`src/rtl/prime_game_pkg.sv`:
```
// Shared definitions for the prime-game round sequencer.
//   state_t           : round sequencer FSM states (also exposed for debug)
//   eng_state_t       : trial-division engine FSM states
//   SHOW_CYCLES_DEF   : default number of cycles a result is displayed
//   SMALL_PRIME_MASK  : bit n set when n (0..15) is prime
package prime_game_pkg;

  typedef enum logic [2:0] {
    ST_IDLE,
    ST_WAIT_NUM,
    ST_WAIT_GUESS,
    ST_CHECK,
    ST_JUDGE,
    ST_SHOW
  } state_t;

  typedef enum logic [1:0] {
    ENG_IDLE,
    ENG_BOUND,
    ENG_DIV
  } eng_state_t;

  localparam int SHOW_CYCLES_DEF = 16;

  // Primes below 16: 2, 3, 5, 7, 11, 13.
  localparam logic [15:0] SMALL_PRIME_MASK = 16'h28AC;

endpackage

```
`src/rtl/prime_round_sequencer_if.sv`:
```
// Bus between the game-control / RNG / player-input side (master) and the
// round sequencer (slave).
// Handshake: there is no valid/ready pair. load_num, load_guess, timeout and
// clear_score are single-cycle pulses the slave samples on the rising clock
// edge; game_active is a level. result_valid is high for the whole display
// window and the result_* / score / rounds fields are stable while it is high.
// state_dbg exposes the sequencer FSM state for observation.
interface prime_round_sequencer_if #(
  parameter int W       = 8,
  parameter int SCORE_W = 8
);
  logic                       game_active;
  logic                       load_num;
  logic [W-1:0]               rng_value;
  logic                       load_guess;
  logic                       guess_prime;
  logic                       timeout;
  logic                       clear_score;
  logic [W-1:0]               num_latched;
  logic                       busy;
  logic                       result_valid;
  logic                       result_correct;
  logic                       result_prime;
  logic [SCORE_W-1:0]         score;
  logic [SCORE_W-1:0]         rounds;
  prime_game_pkg::state_t     state_dbg;

  modport master (
    output game_active, load_num, rng_value, load_guess, guess_prime,
           timeout, clear_score,
    input  num_latched, busy, result_valid, result_correct, result_prime,
           score, rounds, state_dbg
  );

  modport slave (
    input  game_active, load_num, rng_value, load_guess, guess_prime,
           timeout, clear_score,
    output num_latched, busy, result_valid, result_correct, result_prime,
           score, rounds, state_dbg
  );
endinterface

```
`src/rtl/prime_div_engine.sv`:
```
// Iterative trial-division primality engine.
//   start    : pulse, latch n and begin (ignored while busy)
//   abort    : return to idle next cycle
//   n        : number under test
//   done     : one-cycle pulse when the verdict is ready
//   is_prime : verdict, held until the next verdict
//   busy     : engine is not idle
// Divisors d = 2, 3, ... are tried while d*d <= n. Each n mod d is a restoring
// shift-subtract over the W bits of n (W cycles), preceded by one bound cycle.
module prime_div_engine
  import prime_game_pkg::*;
#(
  parameter int W = 8
) (
  input  logic         clk,
  input  logic         rst,
  input  logic         start,
  input  logic         abort,
  input  logic [W-1:0] n,
  output logic         done,
  output logic         is_prime,
  output logic         busy
);
  localparam int DW = W / 2 + 1;
  localparam int SW = W + 2;
  localparam int CW = (W > 2) ? $clog2(W) : 1;

  eng_state_t    st, st_n;
  logic [W-1:0]  n_q;
  logic [W-1:0]  shreg;
  logic [DW-1:0] d;
  logic [DW-1:0] rem;     // always < d after each restoring step
  logic [DW:0]   rem_sh;
  logic [DW:0]   rem_nx;
  logic [CW-1:0] cnt;
  logic [SW-1:0] d_sq;
  logic          bound_hit;
  logic          last_bit;

  assign d_sq      = SW'(d) * SW'(d);
  assign bound_hit = d_sq > SW'(n_q);
  assign last_bit  = (cnt == CW'(W - 1));
  assign rem_sh    = {rem, shreg[W-1]};
  assign rem_nx    = (rem_sh >= {1'b0, d}) ? (rem_sh - {1'b0, d}) : rem_sh;
  assign busy      = (st != ENG_IDLE);

  always_comb begin
    st_n = st;
    unique case (st)
      ENG_IDLE:  if (start) st_n = ENG_BOUND;
      ENG_BOUND: st_n = bound_hit ? ENG_IDLE : ENG_DIV;
      ENG_DIV:   if (last_bit) st_n = (rem_nx == '0) ? ENG_IDLE : ENG_BOUND;
      default:   st_n = ENG_IDLE;
    endcase
    if (abort) st_n = ENG_IDLE;
  end

  always_ff @(posedge clk) begin
    if (!rst) begin
      st       <= ENG_IDLE;
      n_q      <= '0;
      shreg    <= '0;
      d        <= '0;
      rem      <= '0;
      cnt      <= '0;
      done     <= 1'b0;
      is_prime <= 1'b0;
    end else begin
      st   <= st_n;
      done <= 1'b0;
      if (!abort) begin
        case (st)
          ENG_IDLE: begin
            if (start) begin
              n_q <= n;
              d   <= DW'(2);
            end
          end
          ENG_BOUND: begin
            if (bound_hit) begin
              // No divisor found up to sqrt(n); 0 and 1 are not prime.
              done     <= 1'b1;
              is_prime <= (n_q >= W'(2));
            end else begin
              shreg <= n_q;
              rem   <= '0;
              cnt   <= '0;
            end
          end
          ENG_DIV: begin
            shreg <= shreg << 1;
            rem   <= rem_nx[DW-1:0];
            cnt   <= cnt + CW'(1);
            if (last_bit) begin
              if (rem_nx == '0) begin
                done     <= 1'b1;
                is_prime <= 1'b0;
              end else begin
                d <= d + DW'(1);
              end
            end
          end
          default: ;
        endcase
      end
    end
  end
endmodule

```
`src/rtl/prime_round_sequencer.sv`:
```
// Sequences one round of the prime game: latch the RNG value, wait for the
// player's guess, run the trial-division engine, judge and keep score, then
// display the result for SHOW_CYCLES cycles.
//   clk, rst : clock, synchronous active-low reset
//   bus      : game/RNG/player inputs and result/score outputs (slave side)
// game_active low aborts any round; clear_score zeroes score and rounds and
// wins over a same-cycle increment.
module prime_round_sequencer
  import prime_game_pkg::*;
#(
  parameter int W           = 8,
  parameter int SCORE_W     = 8,
  parameter int SHOW_CYCLES = SHOW_CYCLES_DEF
) (
  input  logic                   clk,
  input  logic                   rst,
  prime_round_sequencer_if.slave bus
);
  localparam int SCW = (SHOW_CYCLES > 1) ? $clog2(SHOW_CYCLES + 1) : 1;

  state_t             state, state_n;
  logic               abort;
  logic               eng_start, eng_done, eng_is_prime, eng_busy;
  logic               guess_q;
  logic               correct_now;
  logic [W-1:0]       num_q;
  logic               res_correct_q, res_prime_q;
  logic [SCORE_W-1:0] score_q, rounds_q;
  logic [SCW-1:0]     show_cnt;

  assign abort       = !bus.game_active && (state != ST_IDLE);
  assign correct_now = (guess_q == res_prime_q);

  always_comb begin
    state_n   = state;
    eng_start = 1'b0;
    unique case (state)
      ST_IDLE:       if (bus.game_active) state_n = ST_WAIT_NUM;
      ST_WAIT_NUM: begin
        if (bus.timeout)       state_n = ST_SHOW;
        else if (bus.load_num) state_n = ST_WAIT_GUESS;
      end
      ST_WAIT_GUESS: begin
        if (bus.timeout) begin
          state_n = ST_SHOW;
        end else if (bus.load_guess && !eng_busy) begin
          eng_start = 1'b1;
          state_n   = ST_CHECK;
        end
      end
      ST_CHECK:      if (eng_done) state_n = ST_JUDGE;
      ST_JUDGE:      state_n = ST_SHOW;
      ST_SHOW:       if (show_cnt == SCW'(SHOW_CYCLES - 1)) state_n = ST_WAIT_NUM;
      default:       state_n = ST_IDLE;
    endcase
    if (abort) begin
      state_n   = ST_IDLE;
      eng_start = 1'b0;
    end
  end

  always_ff @(posedge clk) begin
    if (!rst) begin
      state         <= ST_IDLE;
      num_q         <= '0;
      guess_q       <= 1'b0;
      res_correct_q <= 1'b0;
      res_prime_q   <= 1'b0;
      score_q       <= '0;
      rounds_q      <= '0;
      show_cnt      <= '0;
    end else begin
      state <= state_n;
      if (abort) begin
        res_correct_q <= 1'b0;
        res_prime_q   <= 1'b0;
      end else begin
        case (state)
          ST_WAIT_NUM, ST_WAIT_GUESS: begin
            if (bus.timeout) begin
              // Forced miss: counts as a round, never as a correct one.
              res_correct_q <= 1'b0;
              res_prime_q   <= 1'b0;
              rounds_q      <= rounds_q + SCORE_W'(1);
              show_cnt      <= '0;
            end else if (state == ST_WAIT_NUM && bus.load_num) begin
              num_q <= bus.rng_value;
            end else if (state == ST_WAIT_GUESS && bus.load_guess) begin
              guess_q <= bus.guess_prime;
            end
          end
          ST_CHECK: if (eng_done) res_prime_q <= eng_is_prime;
          ST_JUDGE: begin
            res_correct_q <= correct_now;
            if (correct_now && score_q != '1) score_q <= score_q + SCORE_W'(1);
            rounds_q <= rounds_q + SCORE_W'(1);
            show_cnt <= '0;
          end
          ST_SHOW:  show_cnt <= show_cnt + SCW'(1);
          default: ;
        endcase
      end
      if (bus.clear_score) begin
        score_q  <= '0;
        rounds_q <= '0;
      end
    end
  end

  prime_div_engine #(.W(W)) u_eng (
    .clk      (clk),
    .rst      (rst),
    .start    (eng_start),
    .abort    (abort),
    .n        (num_q),
    .done     (eng_done),
    .is_prime (eng_is_prime),
    .busy     (eng_busy)
  );

  assign bus.num_latched    = num_q;
  assign bus.busy           = (state == ST_CHECK) || (state == ST_JUDGE);
  assign bus.result_valid   = (state == ST_SHOW);
  assign bus.result_correct = res_correct_q;
  assign bus.result_prime   = res_prime_q;
  assign bus.score          = score_q;
  assign bus.rounds         = rounds_q;
  assign bus.state_dbg      = state;
endmodule

```
`src/flat_wrapper.sv`:
```
// flat-port wrapper written by rule: the top's interface ports become plain ports
module prime_round_sequencer_flat import prime_game_pkg::*;
#(
  parameter int W           = 8,
  parameter int SCORE_W     = 8,
  parameter int SHOW_CYCLES = SHOW_CYCLES_DEF
)
  (clk, rst, bus_game_active, bus_load_num, bus_rng_value, bus_load_guess, bus_guess_prime, bus_timeout, bus_clear_score, bus_num_latched, bus_busy, bus_result_valid, bus_result_correct, bus_result_prime, bus_score, bus_rounds, bus_state_dbg);
  prime_round_sequencer_if #(.W(W), .SCORE_W(SCORE_W)) bus_i ();
  input  logic clk;
  input  logic rst;
  input wire logic [$bits(bus_i.game_active)-1:0] bus_game_active;
  input wire logic [$bits(bus_i.load_num)-1:0] bus_load_num;
  input wire logic [$bits(bus_i.rng_value)-1:0] bus_rng_value;
  input wire logic [$bits(bus_i.load_guess)-1:0] bus_load_guess;
  input wire logic [$bits(bus_i.guess_prime)-1:0] bus_guess_prime;
  input wire logic [$bits(bus_i.timeout)-1:0] bus_timeout;
  input wire logic [$bits(bus_i.clear_score)-1:0] bus_clear_score;
  output wire logic [$bits(bus_i.num_latched)-1:0] bus_num_latched;
  output wire logic [$bits(bus_i.busy)-1:0] bus_busy;
  output wire logic [$bits(bus_i.result_valid)-1:0] bus_result_valid;
  output wire logic [$bits(bus_i.result_correct)-1:0] bus_result_correct;
  output wire logic [$bits(bus_i.result_prime)-1:0] bus_result_prime;
  output wire logic [$bits(bus_i.score)-1:0] bus_score;
  output wire logic [$bits(bus_i.rounds)-1:0] bus_rounds;
  output wire logic [$bits(bus_i.state_dbg)-1:0] bus_state_dbg;
  assign bus_i.game_active = bus_game_active;
  assign bus_i.load_num = bus_load_num;
  assign bus_i.rng_value = bus_rng_value;
  assign bus_i.load_guess = bus_load_guess;
  assign bus_i.guess_prime = bus_guess_prime;
  assign bus_i.timeout = bus_timeout;
  assign bus_i.clear_score = bus_clear_score;
  assign bus_num_latched = bus_i.num_latched;
  assign bus_busy = bus_i.busy;
  assign bus_result_valid = bus_i.result_valid;
  assign bus_result_correct = bus_i.result_correct;
  assign bus_result_prime = bus_i.result_prime;
  assign bus_score = bus_i.score;
  assign bus_rounds = bus_i.rounds;
  assign bus_state_dbg = bus_i.state_dbg;
  prime_round_sequencer #(.W(W), .SCORE_W(SCORE_W), .SHOW_CYCLES(SHOW_CYCLES)) u_core (.clk(clk), .rst(rst), .bus(bus_i));
endmodule
```
`config.mk`:
```
export PLATFORM = sky130hd
export DESIGN_NAME = prime_round_sequencer_flat
export DESIGN_NICKNAME = d
export VERILOG_FILES = /design/src/rtl/prime_game_pkg.sv /design/src/rtl/prime_round_sequencer_if.sv /design/src/rtl/prime_div_engine.sv /design/src/rtl/prime_round_sequencer.sv /design/src/flat_wrapper.sv
export SDC_FILE = /design/constraint.sdc
export NUM_CORES = 1
export LEC_CHECK = 0
export BUFFER_PORTS_ARGS = -buffer_cell sky130_fd_sc_hd__clkbuf_2
export CORE_MARGIN = 3
export CORE_UTILIZATION = 48
export CTS_BUF_LIST = sky130_fd_sc_hd__clkbuf_8 sky130_fd_sc_hd__clkbuf_16
export CTS_CLUSTER_DIAMETER = 150
export CTS_CLUSTER_SIZE = 40
export DETAILED_ROUTE_END_ITERATION = 10
export MAX_ROUTING_LAYER = met4
export PLACE_DENSITY = 0.67
export RECOVER_POWER = 25
export SLEW_MARGIN = 30
export SYNTH_ARGS = -nofsm -noshare
export SYNTH_HDL_FRONTEND = slang
export SYNTH_SLANG_ARGS = --single-unit
```
`constraint.sdc`:
```
create_clock -name clk -period 10.7 [get_ports clk]
set_input_delay 1.605 -clock clk [delete_from_list [all_inputs] [get_ports clk]]
set_output_delay 1.605 -clock clk [all_outputs]
set_load 0.01 [all_outputs]
```
==> results.yml <==
routing:
  drtIter0Drc: 118
  vias: 3667
  drcViolationCount: 0
  routedWlPerCell_um: 14.1
  dr.pass1.iters: 4
  drtAntennaViolNets: 0
  vias_per_cell: 5.56
  wl_um: 9310
placed_design:
  placed_area_sq_um: 4650
  io_buffers: 46
  gp_congestion: 0.874
  dp_hpwl_um: 6970
  place_inst: 644
hold_path:
  holdCritPathClass: "reg -> reg"
  min_to: "u_core.u_eng.shreg[0]$_SDFFE_PN0P_"
  holdCritStartpoint: "u_core.u_eng.shreg[0]$_SDFFE_PN0P_"
  hold_depth: 2
cells_and_area:
  n_antenna_cell: 0
  syn_to_final_growth_pct: 11.3
  fin_util: 0.553
  fin_cells: 660
  finalInstanceArea_sq_um: 4850
  fill_cells: 812
  num-nets-final: 601
  drive_gt1_frac: 0.103
logic_synthesis:
  netlist_area_sq_um: 4350
  synth_edf_count: 0
  syn_nets: 562
  ys.flop_type: "dfxtp_1"
  synth-simple-area-share: 0.236
  yosysUniqueCellTypes: 63
  yosysMostFrequentCell: "dfxtp_1"
  yosysTopAreaCell: "dfxtp_1"
  synth_fa_ha_area_frac: 0.118
  synthTopCellsByCount: "68 x dfxtp_1, 56 x nand2_1, 50 x nor2_1"
  synth-async-reset-ratio: 0
  synth_compound_area_frac: 0.137
  synth.avg_cell_area_sq_um: 8.57
  synthMuxAreaShare: 0.107
  synth.top_cell.area_share: 0.313
  yosysSeqAreaShare: 0.313
  yosys_register_bits: 68
  ys_warn_count: 0
  synth_area_leaders: "dfxtp_1 31%, ha_1 9.8%, mux2i_1 9.7%"
  syn-instance-count: 508
  synth-xor-area-share: 0.0483
  synth_top_family_by_area: "simple AND/OR/NAND/NOR gates"
setup_path:
  endpoint_kind: "flip-flop"
  r2r_slack_ns: 5.40
  cp-start-kind: "flip-flop"
  reg2reg_to: "u_core.u_eng.shreg[3]$_SDFFE_PN0P_"
  r2r_cells: 19
  cp-startpoint: "u_core.u_eng.d[1]$_SDFFE_PN0P_"
  crit_type: "reg -> reg"
  cp_max_fo: 16
  required_ns: 10.96
  reg2reg_from: "u_core.u_eng.d[1]$_SDFFE_PN0P_"
  cp.arrival_ns: 5.56
pwr:
  power_density_nw_per_um2: 114
  vdd_drop_max_v: 0.000109
  leakage_nw: 2.15
die:
  design.core.area_sq_um: 8760
  num_io_pins: 47
  initial_core_util: 0.497
  row_count: 34
  chipHeight_um: 101
  die-width_um: 101
  die_area_sq_um: 10200
clock_network:
  root_buffer: "clkbuf_8"
  clk_pin_slew_ns: 0.08
  cts_tree: "done"
  clock_latency_ns: 0.35
  clk_path_buf_depth: 2
  hold_buffers: 0
  cts_resized: 0
  h-tree-depth: 3
  cts_buffers: 9
  clkSinkCount: 68
  cts_setup_buffers: 0
grt:
  grt_pass1_wl_um: 15700
  globalRoute.totalOverflow: 0
  grtUsageTotal: 0.194
  grt_pass1_vias: 3383
  grt_start_max_net_pins: 61
  antenna_found_initial: 0
sta:
  slew_headroom: -0.497
  hold_viol: 0
  max_freq_ghz: 0.189
  setup_viol: 0
  worst_slew_pin_slew_ns: 2.25
  finalSetupTns_ns: 0
  layout_min_cycle_time_ns: 5.30
  skew_ns: 0.0134
  finalCritPeriodShare: 0.496
  rsz0062_at_grt: "false"
  slew_violations: 61
run_status:
  violations: "capacitance limit, slew limit"
  status: "finished, violations left"
job:
  maxCapViolCount: 1
==> how the worst max path moves through the flow <==
| stage | endpoint | slack (ns) | cells after the start |
|---|---|---|---|
| 2_1_floorplan | u_core.u_eng.cnt[2]$_SDFFE_PN0P_ | 5.87 | 20 |
| 3_3_place_gp | u_core.u_eng.rem[4]$_SDFFE_PN0P_ | 5.36 | 19 |
| 3_5_place_dp | u_core.u_eng.rem[4]$_SDFFE_PN0P_ | 5.44 | 19 |
| 4_1_cts | u_core.u_eng.shreg[3]$_SDFFE_PN0P_ | 5.40 | 19 |
| 5_1_grt | u_core.u_eng.shreg[3]$_SDFFE_PN0P_ | 5.01 | 19 |
| 6_report | u_core.u_eng.shreg[3]$_SDFFE_PN0P_ | 5.40 | 19 |
==> per-stage QoR <==
stage / power, W / hold slack, ns / setup slack, ns
after floorplan: 0.000307 / 0.435 / 5.87
after global placement: 0.000320 / 0.443 / 5.36
after detailed placement: 0.000321 / 0.455 / 5.44
after CTS: 0.000559 / 0.466 / 5.40
after global routing: 0.000577 / 0.483 / 5.01
final: 0.000554 / 0.460 / 5.40
==> flip-flops by register name, indices dropped and copies added (netlist names), 3 cells and up <==
register                count
u_core.bus.state_dbg        3
u_core.bus.score            8
u_core.u_eng.rem            5
u_core.u_eng.d              5
u_core.bus.rounds           8
u_core.u_eng.shreg          8
u_core.u_eng.n_q            8
u_core.bus.num_latched      8
u_core.show_cnt             5
u_core.u_eng.cnt            3
==> layer usage <==
layer | wire length [um] | vias to the layer above | share of wire | track usage
met5 | 0 | - | 0 | -
met4 | 133 | 0 | 0.014 | 0.0562
met3 | 333 | 13 | 0.036 | 0.0399
met2 | 4460 | 60 | 0.48 | 0.308
met1 | 4380 | 1723 | 0.47 | 0.251
li1 | - | 1871 | - | -
==> layout make-up <==
class                      instances  area [sq um]  share of cell area
multi-input combinational        396          2820               0.582
tap                              108           135              0.0279
inverter                          24          90.1              0.0186
sequential                        68          1360               0.281
timing repair buffer              48           215              0.0444
clock inverter                     7          98.8              0.0204
clock buffer                       9           124              0.0256
==> logic make-up after synthesis <==
group | after synthesis
XOR/XNOR | 24
multiplexers | 46
flip-flops | 68
adder cells (fa/ha/maj) | 39
buffers and inverters | 44
AND/OR/NAND/NOR | 203
AO/OA/AOI/OAI | 84
==> cell usage in the layout, fill, tap and decap left out, drive strengths merged, types with 11 or more instances in the layout <==
cell	Yosys	final
and3	13	13
nor2	50	50
ha	34	34
nor2b	20	20
nand4	11	11
nand2	57	57
nand3	17	17
mux2i	42	42
dfxtp	68	68
inv	24	26
a21oi	19	19
o21ai	19	19
xor2	15	15
clkbuf	16	56
==> worst max-delay path, cell delays in order, from the launching register on <==
cell,delay (ns)
dfxtp_1,0.53
nand2_1,0.17
fa_1,0.47
fa_1,0.51
inv_1,0.05
ha_1,0.29
a31o_2,0.25
ha_1,0.32
o21ai_0,0.09
nor2_1,0.16
o21a_1,0.14
nor2_1,0.04
xnor2_1,0.12
ha_1,0.31
and3_1,0.19
and3_1,0.17
a211oi_1,0.37
nor4_1,0.15
a21oi_4,0.60
mux2i_1,0.27
==> where the power goes <==
group,total (W),internal (W),switching [W]
combinational,0.0000549,0.0000225,0.0000324
sequential,0.000260,0.000255,0.00000515
clock,0.000239,0.000133,0.000106
total,0.000554,0.000411,0.000143
Power figures use the tool's default switching activity.
